===== src/rtl/ysyx_23060171_regfile.sv =====
// ----------------------------------------------------------------------------
// ysyx_23060171_regfile
//   Architectural GPR + CSR file in the IDU. It takes writeback beats from the
//   WBU over a valid/ready handshake. Each beat applies GPR and CSR writes and
//   the trap side effects. Reads to decode are combinational. A per-GPR
//   pending-writer counter lets decode stall on RAW hazards.
//
// Optional feature:
//   YSYX_23060171_RF_BYPASS_EN - when defined, a firing beat is forwarded to
//   the same-cycle GPR/CSR read ports. busyN is also masked when that beat
//   retires the last pending writer of raddrN. When undefined, readers see
//   the new state one cycle after the write.
//
// Ports:
//   clk, rst_n          clock (rising edge), async active-low reset
//   wb_valid/wb_ready   writeback handshake (fire = valid & ready)
//   rwD/WDW/RegwriteED  GPR write index / data / enable
//   crwD/CWDW/CSRWriteED CSR write address / data / enable
//   trap_en/trap_cause  trap beat: update mcause and mstatus.MIE/MPIE
//   raddr1/2, rdata1/2  GPR read ports (x0 reads 0)
//   craddr, crdata      CSR read port
//   iss_valid/iss_rd    decode issues an instruction writing iss_rd
//   iss_ready           scoreboard can take the issue
//   busy1/busy2         raddr1/raddr2 has a pending writer
//   sb_err              sticky scoreboard underflow
// ----------------------------------------------------------------------------
module ysyx_23060171_regfile #(
  parameter int NR_GPR = 32,
  parameter int SB_W   = 2
) (
  input  logic        clk,
  input  logic        rst_n,
  input  logic        wb_valid,
  output logic        wb_ready,
  input  logic [4:0]  rwD,
  input  logic [31:0] WDW,
  input  logic        RegwriteED,
  input  logic [11:0] crwD,
  input  logic [31:0] CWDW,
  input  logic        CSRWriteED,
  input  logic        trap_en,
  input  logic [31:0] trap_cause,
  input  logic [4:0]  raddr1,
  input  logic [4:0]  raddr2,
  output logic [31:0] rdata1,
  output logic [31:0] rdata2,
  input  logic [11:0] craddr,
  output logic [31:0] crdata,
  input  logic        iss_valid,
  input  logic [4:0]  iss_rd,
  output logic        iss_ready,
  output logic        busy1,
  output logic        busy2,
  output logic        sb_err
);

  localparam logic [11:0] CSR_MSTATUS   = 12'h300;
  localparam logic [11:0] CSR_MTVEC     = 12'h305;
  localparam logic [11:0] CSR_MEPC      = 12'h341;
  localparam logic [11:0] CSR_MCAUSE    = 12'h342;
  localparam logic [11:0] CSR_MVENDORID = 12'hF11;
  localparam logic [11:0] CSR_MARCHID   = 12'hF12;

  localparam logic [31:0] MSTATUS_RST   = 32'h0000_1800;
  localparam logic [31:0] MVENDORID_VAL = 32'h7973_7978;
  localparam logic [31:0] MARCHID_VAL   = 32'h015F_DECB;

  localparam logic [SB_W-1:0] CNT_MAX = {SB_W{1'b1}};
  localparam logic [SB_W-1:0] CNT_ONE = SB_W'(1);

  logic            r_wb_ready;
  logic [31:0]     r_gpr [NR_GPR];
  logic [31:0]     r_mstatus;
  logic [31:0]     r_mtvec;
  logic [31:0]     r_mepc;
  logic [31:0]     r_mcause;
  logic [SB_W-1:0] r_cnt [NR_GPR];
  logic            r_sb_err;

  logic            w_fire;
  logic            w_gpr_we;
  logic            w_csr_we;
  logic            w_trap;
  logic            w_inc;
  logic            w_dec;
  logic [31:0]     w_mstatus_nxt;
  logic [31:0]     w_mtvec_nxt;
  logic [31:0]     w_mepc_nxt;
  logic [31:0]     w_mcause_nxt;
  logic [31:0]     w_gpr_rd1;
  logic [31:0]     w_gpr_rd2;
  logic            w_busy1_raw;
  logic            w_busy2_raw;

  function automatic logic [31:0] f_csr_rd(
    input logic [11:0] a,
    input logic [31:0] ms,
    input logic [31:0] mt,
    input logic [31:0] me,
    input logic [31:0] mc
  );
    logic [31:0] v;
    v = 32'h0;
    case (a)
      CSR_MSTATUS:   v = ms;
      CSR_MTVEC:     v = mt;
      CSR_MEPC:      v = me;
      CSR_MCAUSE:    v = mc;
      CSR_MVENDORID: v = MVENDORID_VAL;
      CSR_MARCHID:   v = MARCHID_VAL;
      default:       v = 32'h0;
    endcase
    return v;
  endfunction

  assign wb_ready = r_wb_ready;
  assign sb_err   = r_sb_err;

  assign w_fire   = wb_valid & r_wb_ready;
  assign w_gpr_we = w_fire & RegwriteED & (rwD != 5'd0);
  assign w_csr_we = w_fire & CSRWriteED;
  assign w_trap   = w_fire & trap_en;
  assign w_dec    = w_gpr_we;

  // A full counter can still accept an issue if the same register retires a
  // writer this cycle, because the net count is then unchanged.
  assign iss_ready = r_wb_ready &
                     ((iss_rd == 5'd0) ||
                      (r_cnt[iss_rd] != CNT_MAX) ||
                      (w_dec && (rwD == iss_rd)));
  assign w_inc = iss_valid & iss_ready & (iss_rd != 5'd0);

  // The trap update is applied after the CSR write so it wins on mcause and
  // on the MIE/MPIE bits. MPIE takes MIE from the pre-beat state.
  always_comb begin
    w_mstatus_nxt = r_mstatus;
    w_mtvec_nxt   = r_mtvec;
    w_mepc_nxt    = r_mepc;
    w_mcause_nxt  = r_mcause;
    if (w_csr_we) begin
      case (crwD)
        CSR_MSTATUS: w_mstatus_nxt = CWDW;
        CSR_MTVEC:   w_mtvec_nxt   = CWDW;
        CSR_MEPC:    w_mepc_nxt    = CWDW;
        CSR_MCAUSE:  w_mcause_nxt  = CWDW;
        default:     ;
      endcase
    end
    if (w_trap) begin
      w_mcause_nxt     = trap_cause;
      w_mstatus_nxt[7] = r_mstatus[3];
      w_mstatus_nxt[3] = 1'b0;
    end
  end

  assign w_gpr_rd1   = (raddr1 == 5'd0) ? 32'h0 : r_gpr[raddr1];
  assign w_gpr_rd2   = (raddr2 == 5'd0) ? 32'h0 : r_gpr[raddr2];
  assign w_busy1_raw = (raddr1 != 5'd0) && (r_cnt[raddr1] != '0);
  assign w_busy2_raw = (raddr2 != 5'd0) && (r_cnt[raddr2] != '0);

`ifdef YSYX_23060171_RF_BYPASS_EN
  assign rdata1 = (w_gpr_we && (rwD == raddr1)) ? WDW : w_gpr_rd1;
  assign rdata2 = (w_gpr_we && (rwD == raddr2)) ? WDW : w_gpr_rd2;
  assign crdata = f_csr_rd(craddr, w_mstatus_nxt, w_mtvec_nxt, w_mepc_nxt, w_mcause_nxt);
  // Mask only when this beat retires the last writer and no new writer to
  // the same register is issued in the same cycle.
  assign busy1 = w_busy1_raw &
                 ~(w_dec && (rwD == raddr1) && (r_cnt[raddr1] == CNT_ONE) &&
                   !(w_inc && (iss_rd == raddr1)));
  assign busy2 = w_busy2_raw &
                 ~(w_dec && (rwD == raddr2) && (r_cnt[raddr2] == CNT_ONE) &&
                   !(w_inc && (iss_rd == raddr2)));
`else
  assign rdata1 = w_gpr_rd1;
  assign rdata2 = w_gpr_rd2;
  assign crdata = f_csr_rd(craddr, r_mstatus, r_mtvec, r_mepc, r_mcause);
  assign busy1  = w_busy1_raw;
  assign busy2  = w_busy2_raw;
`endif

  // wb_ready comes up on the first edge after reset release.
  always_ff @(posedge clk or negedge rst_n) begin
    if (!rst_n) begin
      r_wb_ready <= 1'b0;
      r_mstatus  <= MSTATUS_RST;
      r_mtvec    <= 32'h0;
      r_mepc     <= 32'h0;
      r_mcause   <= 32'h0;
      r_sb_err   <= 1'b0;
      for (int r = 0; r < NR_GPR; r++) begin
        r_gpr[r] <= 32'h0;
        r_cnt[r] <= '0;
      end
    end else begin
      r_wb_ready <= 1'b1;
      r_mstatus  <= w_mstatus_nxt;
      r_mtvec    <= w_mtvec_nxt;
      r_mepc     <= w_mepc_nxt;
      r_mcause   <= w_mcause_nxt;
      if (w_gpr_we) begin
        r_gpr[rwD] <= WDW;
      end
      if (w_dec && (r_cnt[rwD] == '0) && !(w_inc && (iss_rd == rwD))) begin
        r_sb_err <= 1'b1;
      end
      // An increment is never taken on a full counter (iss_ready), and a
      // decrement at zero saturates.
      for (int r = 1; r < NR_GPR; r++) begin
        if ((w_inc && (iss_rd == 5'(r))) && !(w_dec && (rwD == 5'(r)))) begin
          r_cnt[r] <= r_cnt[r] + CNT_ONE;
        end else if (!(w_inc && (iss_rd == 5'(r))) && (w_dec && (rwD == 5'(r))) &&
                     (r_cnt[r] != '0)) begin
          r_cnt[r] <= r_cnt[r] - CNT_ONE;
        end
      end
    end
  end

endmodule


===== config.mk =====
export PLATFORM = sky130hd
export DESIGN_NAME = ysyx_23060171_regfile
export DESIGN_NICKNAME = d
export VERILOG_FILES = /design/src/rtl/ysyx_23060171_regfile.sv
export SDC_FILE = /design/constraint.sdc
export NUM_CORES = 2
export LEC_CHECK = 0
export BUFFER_PORTS_ARGS = -buffer_cell sky130_fd_sc_hd__buf_2
export CORE_UTILIZATION = 57
export CTS_CLUSTER_SIZE = 10
export DETAILED_ROUTE_END_ITERATION = 16
export GPL_TIMING_DRIVEN = 1
export PLACE_DENSITY_LB_ADDON = 0.25
export RECOVER_POWER = 100
export SYNTH_ARGS = -nofsm -noshare
export SYNTH_HDL_FRONTEND = slang
export SYNTH_SLANG_ARGS = --single-unit

===== constraint.sdc =====
create_clock -name clk -period 2.28 [get_ports clk]
set_input_delay 0.114 -clock clk [delete_from_list [all_inputs] [get_ports clk]]
set_output_delay 0.114 -clock clk [all_outputs]
set_load 0.01 [all_outputs]

### After elaboration in Yosys (flattened, before gate mapping)

Cells that the tools add are included.

| word-level totals | value |
|---|---|
| bits in registers | 1216 |
| input bits | 147 |
| output and inout port bits | 101 |

| cells by class | value |
|---|---|
| add/sub/neg operators | 62 |
| magnitude comparators | 5 |
| eq/ne operators | 75 |
| muxes and demuxes | 93 |
| bitwise logic cells | 12 |
| reduce and logical (&&, ||, !) cells | 307 |

Operators with widths:

| cell | number |
|---|---|
| 1024-bit bitwise mux | 1 |
| 32-bit binary-select mux with 5-bit select | 2 |
| 32-bit 2-to-1 mux | 10 |
| 32-bit one-hot mux with 6 select lines | 1 |
| 1-bit logical AND | 162 |
| 32-bit demux with 5-bit select | 1 |
| 5-bit equality test (second input constant) | 32 |
| 2-bit 2-to-1 mux | 70 |
| 2-bit nonzero test | 67 |
| 12-bit by 10-bit equality test with 1-bit output (second input constant) | 8 |
| 5-bit by 4-bit equality test with 1-bit output (second input constant) | 16 |
| 1-bit zero test | 63 |
| 2-bit by 1-bit adder with 2-bit output (second input constant) | 31 |
| 2-bit by 1-bit subtractor with 2-bit output (second input constant) | 31 |
| 2-bit binary-select mux with 5-bit select | 4 |
| 5-bit by 3-bit equality test with 1-bit output (second input constant) | 8 |
| 12-bit equality test (second input constant) | 2 |
| 6-bit >= comparator (second input constant) | 4 |
| 5-bit NOT with 6-bit output | 4 |
| 5-bit by 2-bit equality test with 1-bit output (second input constant) | 4 |
| 5-bit nonzero test | 4 |
| 8-bit 2-to-1 mux | 2 |
| 5-bit zero test | 3 |
| 5-bit by 1-bit equality test with 1-bit output (second input constant) | 2 |
| other kinds (8) | 22 |

### Longest topological paths before layout

| depth | value |
|---|---|
| word-level depth | 16 |
| gate-level depth with buffers | 12 |
| depth with buffers taken out | 7 |

### Least setup slack after synthesis

OpenSTA, ideal clock, no wires.

| timing path | value |
|---|---|
| kind | input to output |
| start point | input raddr2[0] |
| end point | output rdata2[10] |
| arrival | 2.231 ns |
| setup slack | -0.065 ns |
| stages | 7 |
| buffers on the path | 3 |
| cells stage by stage | clkbuf_1 -> buf_1 -> buf_2 -> mux4_2 -> mux4_2 -> mux2i_1 -> nor2_1 |

| between the ends | value |
|---|---|
| word-level cells in the longest chain between the ends | 5 |
| elaborated cells on any way between the ends | 6 |
| those cells by class | mux (4); bitwise (1); reduce/logical (1) |

RTL lines:

| what | line | RTL |
|---|---|---|
| start: declaration | 44 | `input logic [4:0] raddr2,` |
| 5-bit NOT with 6-bit output (not written as such) | 157 | `assign w_gpr_rd2 = (raddr2 == 5'd0) ? 32'h0 : r_gpr[raddr2];` |
| 32-bit binary-select mux with 5-bit select | 157 |  |
| 32-bit 2-to-1 mux (not written as such) (2 in a row) | 157 |  |
| 32-bit 2-to-1 mux (*) | 157 |  |
| end: declaration | 46 | `output logic [31:0] rdata2,` |

Mark *: on every way between the ends. The rest lies on a longest branch, timed or not. The select of a mux whose other input is x is not followed.

### Worst setup path in the final report

| timing path | value |
|---|---|
| start point | register r_cnt[48] in the netlist's numbering |
| end point | output busy1 |

| between the ends | value |
|---|---|
| word-level cells in the longest chain between the ends | 5 |

RTL lines:

| what | line | RTL |
|---|---|---|
| start: declaration | 77 | `logic [SB_W-1:0] r_cnt [NR_GPR];` |
| start signal: indexed assignment | 210 | `r_cnt[r] <= r_cnt[r] + CNT_ONE;` |
| start signal: indexed assignment | 213 | `r_cnt[r] <= r_cnt[r] - CNT_ONE;` |
| 2-bit binary-select mux with 5-bit select | 158 | `assign w_busy1_raw = (raddr1 != 5'd0) && (r_cnt[raddr1] != '0);` |
| 2-bit 2-to-1 mux (not written as such) (2 in a row) | 158 |  |
| 2-bit nonzero test | 158 |  |
| 1-bit logical AND | 158 |  |
| end: declaration | 52 | `output logic busy1,` |

Every way passes these cells. The select of a mux whose other input is x is not followed.

==> flow_metrics.tcl <==
set metrics [dict create \
    initial_utilization_pct 57.7 \
    avgSynthCellArea_um2 14.2 \
    drt-wirelength-per-cell_um 29.9 \
    arrival_ps 2740 \
    slew_headroom_pct -23.1 \
    dp_hpwl_um 122000 \
    powerDensity_nw_per_um2 681 \
    grt_setup_unrepaired "yes" \
    fill_cells 7370 \
    path_clk_slew_ps 60 \
    cts.sinks 1216 \
    met1_length_um 77400 \
    ir_drop_uv 847 \
    route.vias.total 45800 \
    drive_gt1_share_pct 52.4 \
    ys_seq_area_share_pct 46.7 \
    synth_flop_cell "dfrtp_1" \
    synth_cell_types 67 \
    multi_input_comb_area_um2 33900 \
    num_rows 123 \
    drtIter0Drc 4821 \
    cts.path.max_buffers 3 \
    violations "capacitance limit, slew limit, setup timing" \
    via_per_inst 6.79 \
    p_sw_mw 14.0 \
    worstSetupPathType "reg2out" \
    synth_enable_flop_cells 0 \
    netSwitchingFraction_pct 26.0 \
    wl_um 201000 \
    hold_class "in2reg" \
    num-nets-final 5330 \
    cts_tree "yes" \
    fp.dieW_um 340 \
    grt_max_degree 112 \
    io_pins 248 \
    internal-power_mw 39.9 \
    p_comb_share_pct 16.0 \
    fin_skew_ps 22.1 \
    grt_pass1_vias 47500 \
    status "complete, but fails checks" \
    cts_buffers 143 \
    syn-cell-area_um2 65100 \
    io_buffers 247 \
    clkLatencyLatePin_ps 770 \
    fin_crit_ps 2850 \
    crit_slowest_cell "mux4_2" \
    ys_ff_latch 1216 \
    synthArstFlopShare_pct 100 \
    syn_nets 4736 \
    drcViolationCount 0 \
    fin_crit_sh_pct 125 \
    grt-ovfl-total 0 \
    crit_fanout 3 \
    track_usage_pct 34.7 \
    power_frac_seq_pct 45.4 \
    worst_setup_path_start_kind "flop" \
    met3WireLength_um 18400 \
    setup_slack_ps -575 \
    dr.pass1.iters 8 \
    grt_pass1_wl_um 299000 \
    critPathCaptureType "primary output" \
    root_buffer "clkbuf_16" \
    slowest_delay_ps 520 \
    cp.buffers_inverters 3 \
    maxCapViolCount 1 \
    worst-slew-pin-transition_ps 1850 \
    clock.fmax_mhz 350 \
    critical_path.cell_chain "buf_6 > nor2_4 > mux4_2 > mux4_2 > mux2i_1 > buf_4 > buf_6" \
    area_growth_pct 21.5 \
    die_area_um2 116000 \
    synthCells 4589 \
    critical_path.top_delay_family "multiplexers" \
    routabilityCongestion 0.907 \
    yosys_warnings 2 \
    wl_met2_um 96400 \
    hold_violations 0 \
    place_worst_setup_slack_ps -184 \
    antenna_found_initial 5 \
    clockPowerShare_pct 38.6 \
    critical_path_required_ps 2170 \
    fin_util_pct 70.0 \
    crit_cells 7 \
    cts_max_level 4 \
    finalMaxSlewViolations 18 \
    p_leak_nw 37.2 \
    final_antenna_net_count 0 \
    min_delay_path_depth 4 \
    core_area_um2 113000 \
    top_layer_used "met5" \
    die_h_um 340 \
    setup_viol 1076 \
    r2r_cells 12 \
    regArea_um2 30400 \
]
==> layer usage <==
metal,vias to the layer above,track usage (%)
li1,18500,-
met1,24300,47.4
met2,2471,54.2
met3,526,7.49
met4,2,14.9
met5,-,0
==> path summary, 6_finish.rpt <==
| check | from | end | slack, ps |
|---|---|---|---|
| min reg2reg | r_gpr[1019]$_DFFE_PN0P_ | r_gpr[1019]$_DFFE_PN0P_ | 390 |
| min in group asynchronous | rst_n | r_gpr[220]$_DFFE_PN0P_ | 1260 |
| max reg2reg | r_cnt[28]$_DFFE_PN0P_ | r_cnt[24]$_DFFE_PN0P_ | -440 |
| max | r_cnt[48]$_DFFE_PN0P_ | busy1 | -570 |
| min | crwD[0] | r_mepc[31]$_DFFE_PN0P_ | 80 |
| max in group asynchronous | rst_n | r_mstatus[11]$_DFFE_PN1P_ | -60 |
==> cell families after synthesis <==
family / count (synthesis) / synth area share [%]
buffers and inverters: 469 / 2.95
DFF: 1216 / 46.7
AOI/OAI and AO/OA: 204 / 2.15
xor gates and xnor gates: 34 / 0.457
and+or+nand+nor: 915 / 5.99
other: 1 / 0.00576
muxes: 1750 / 41.7
==> cell usage after synthesis (all sizes together) (3+ instances only) <==
master,n,share of area (%)
a211oi,4,0.046
a21boi,4,0.046
a21oi,34,0.26
a221oi,7,0.10
a222oi,17,0.26
a22oi,31,0.36
a31oi,3,0.029
and2,8,0.077
and3,12,0.13
buf,142,1.1
clkbuf,318,1.8
dfrtp,1214,47
inv,9,0.052
mux2,944,16
mux2i,129,2.0
mux4,677,23
nand2,605,3.5
nand2b,10,0.096
nand3,40,0.39
nand3b,3,0.035
nand4,4,0.038
nor2,154,0.89
nor2b,18,0.17
nor3,32,0.34
nor3b,4,0.046
nor4,5,0.048
o211ai,3,0.035
o21ai,60,0.46
o22a,11,0.15
o311a,5,0.077
o31a,3,0.040
o31ai,10,0.12
or2,5,0.048
or4,4,0.046
xnor2,13,0.17
xor2,21,0.28
==> final cells by class <==
class,instances,area share [%]
clock inverter,14,0.239
multi-input combinational,2904,42.8
clock buffer,184,4.87
tap,1500,2.37
sequential,1216,38.5
timing repair buffer,909,11.2
inverter,9,0.0427
antenna,4,0.0127
==> per-stage QoR <==
| stage | cell area [um2] | std cells | TNS (ps) | hold slack [ps] | power, mW |
|---|---|---|---|---|---|
| floorplan | 65200 | 4589 | 0 | -182 | 29.4 |
| global placement | 72000 | 6303 | -3090 | 52.7 | 32.2 |
| detailed placement | 72000 | 6303 | -4030 | 38.3 | 32.5 |
| CTS | 78300 | 6685 | -35190 | 0.980 | 53.8 |
| global route | 79100 | 6740 | -240920 | 87.9 | 55.7 |
| finish | 79100 | 6740 | -118800 | 82.3 | 53.9 |
==> state kept, by name (all words and copies together) (netlist names) <==
name / cells
r_mepc: 32
r_gpr: 1024
r_mcause: 32
sb_err: 1
r_cnt: 62
wb_ready: 1
r_mtvec: 32
r_mstatus: 32
==> cells in the final DEF, fill, tap and decap left out, types with 48 or more instances in the layout <==
cell,instances
mux2i_1,115
nand2_1,594
buf_4,308
buf_12,152
clkbuf_16,153
mux4_2,675
dlygate4sd3_1,109
o21ai_0,48
buf_6,66
nor2_1,98
buf_2,226
mux2_2,902
dfrtp_1,1210
==> power groups by stage <==
| stage | Sequential (mW) | Combinational [mW] | Clock, mW |
|---|---|---|---|
| 5_1_grt | 24.7 | 9.15 | 21.9 |
| 3_3_place_gp | 24.6 | 7.54 | 0 |
| 6_report | 24.5 | 8.62 | 20.8 |
| 4_1_cts | 24.4 | 8.37 | 21.0 |
| 3_5_place_dp | 24.8 | 7.72 | 0 |
| 2_1_floorplan | 24.4 | 4.97 | 0 |
==> worst register-to-register path, stage by stage (launching register included) <==
cell	delay [ps]
dfrtp_1	400
mux4_1	550
a22oi_2	200
and3_4	230
buf_6	100
buf_6	80
buf_6	80
nor3_4	40
buf_6	140
clkbuf_16	160
nor3_4	190
xor2_1	300
a21oi_1	130
==> timing repair <==
item                                    4_1_cts  5_1_grt
hold buffers                                110        0
resized for setup                           141      133
endpoints found under the setup margin      136      468
gates cloned                                  2        8
endpoints found under the hold margin      2264        0
buffers inserted                             74       45
pin swaps                                    18       31
Note: power is estimated with default switching activity, not from simulation.
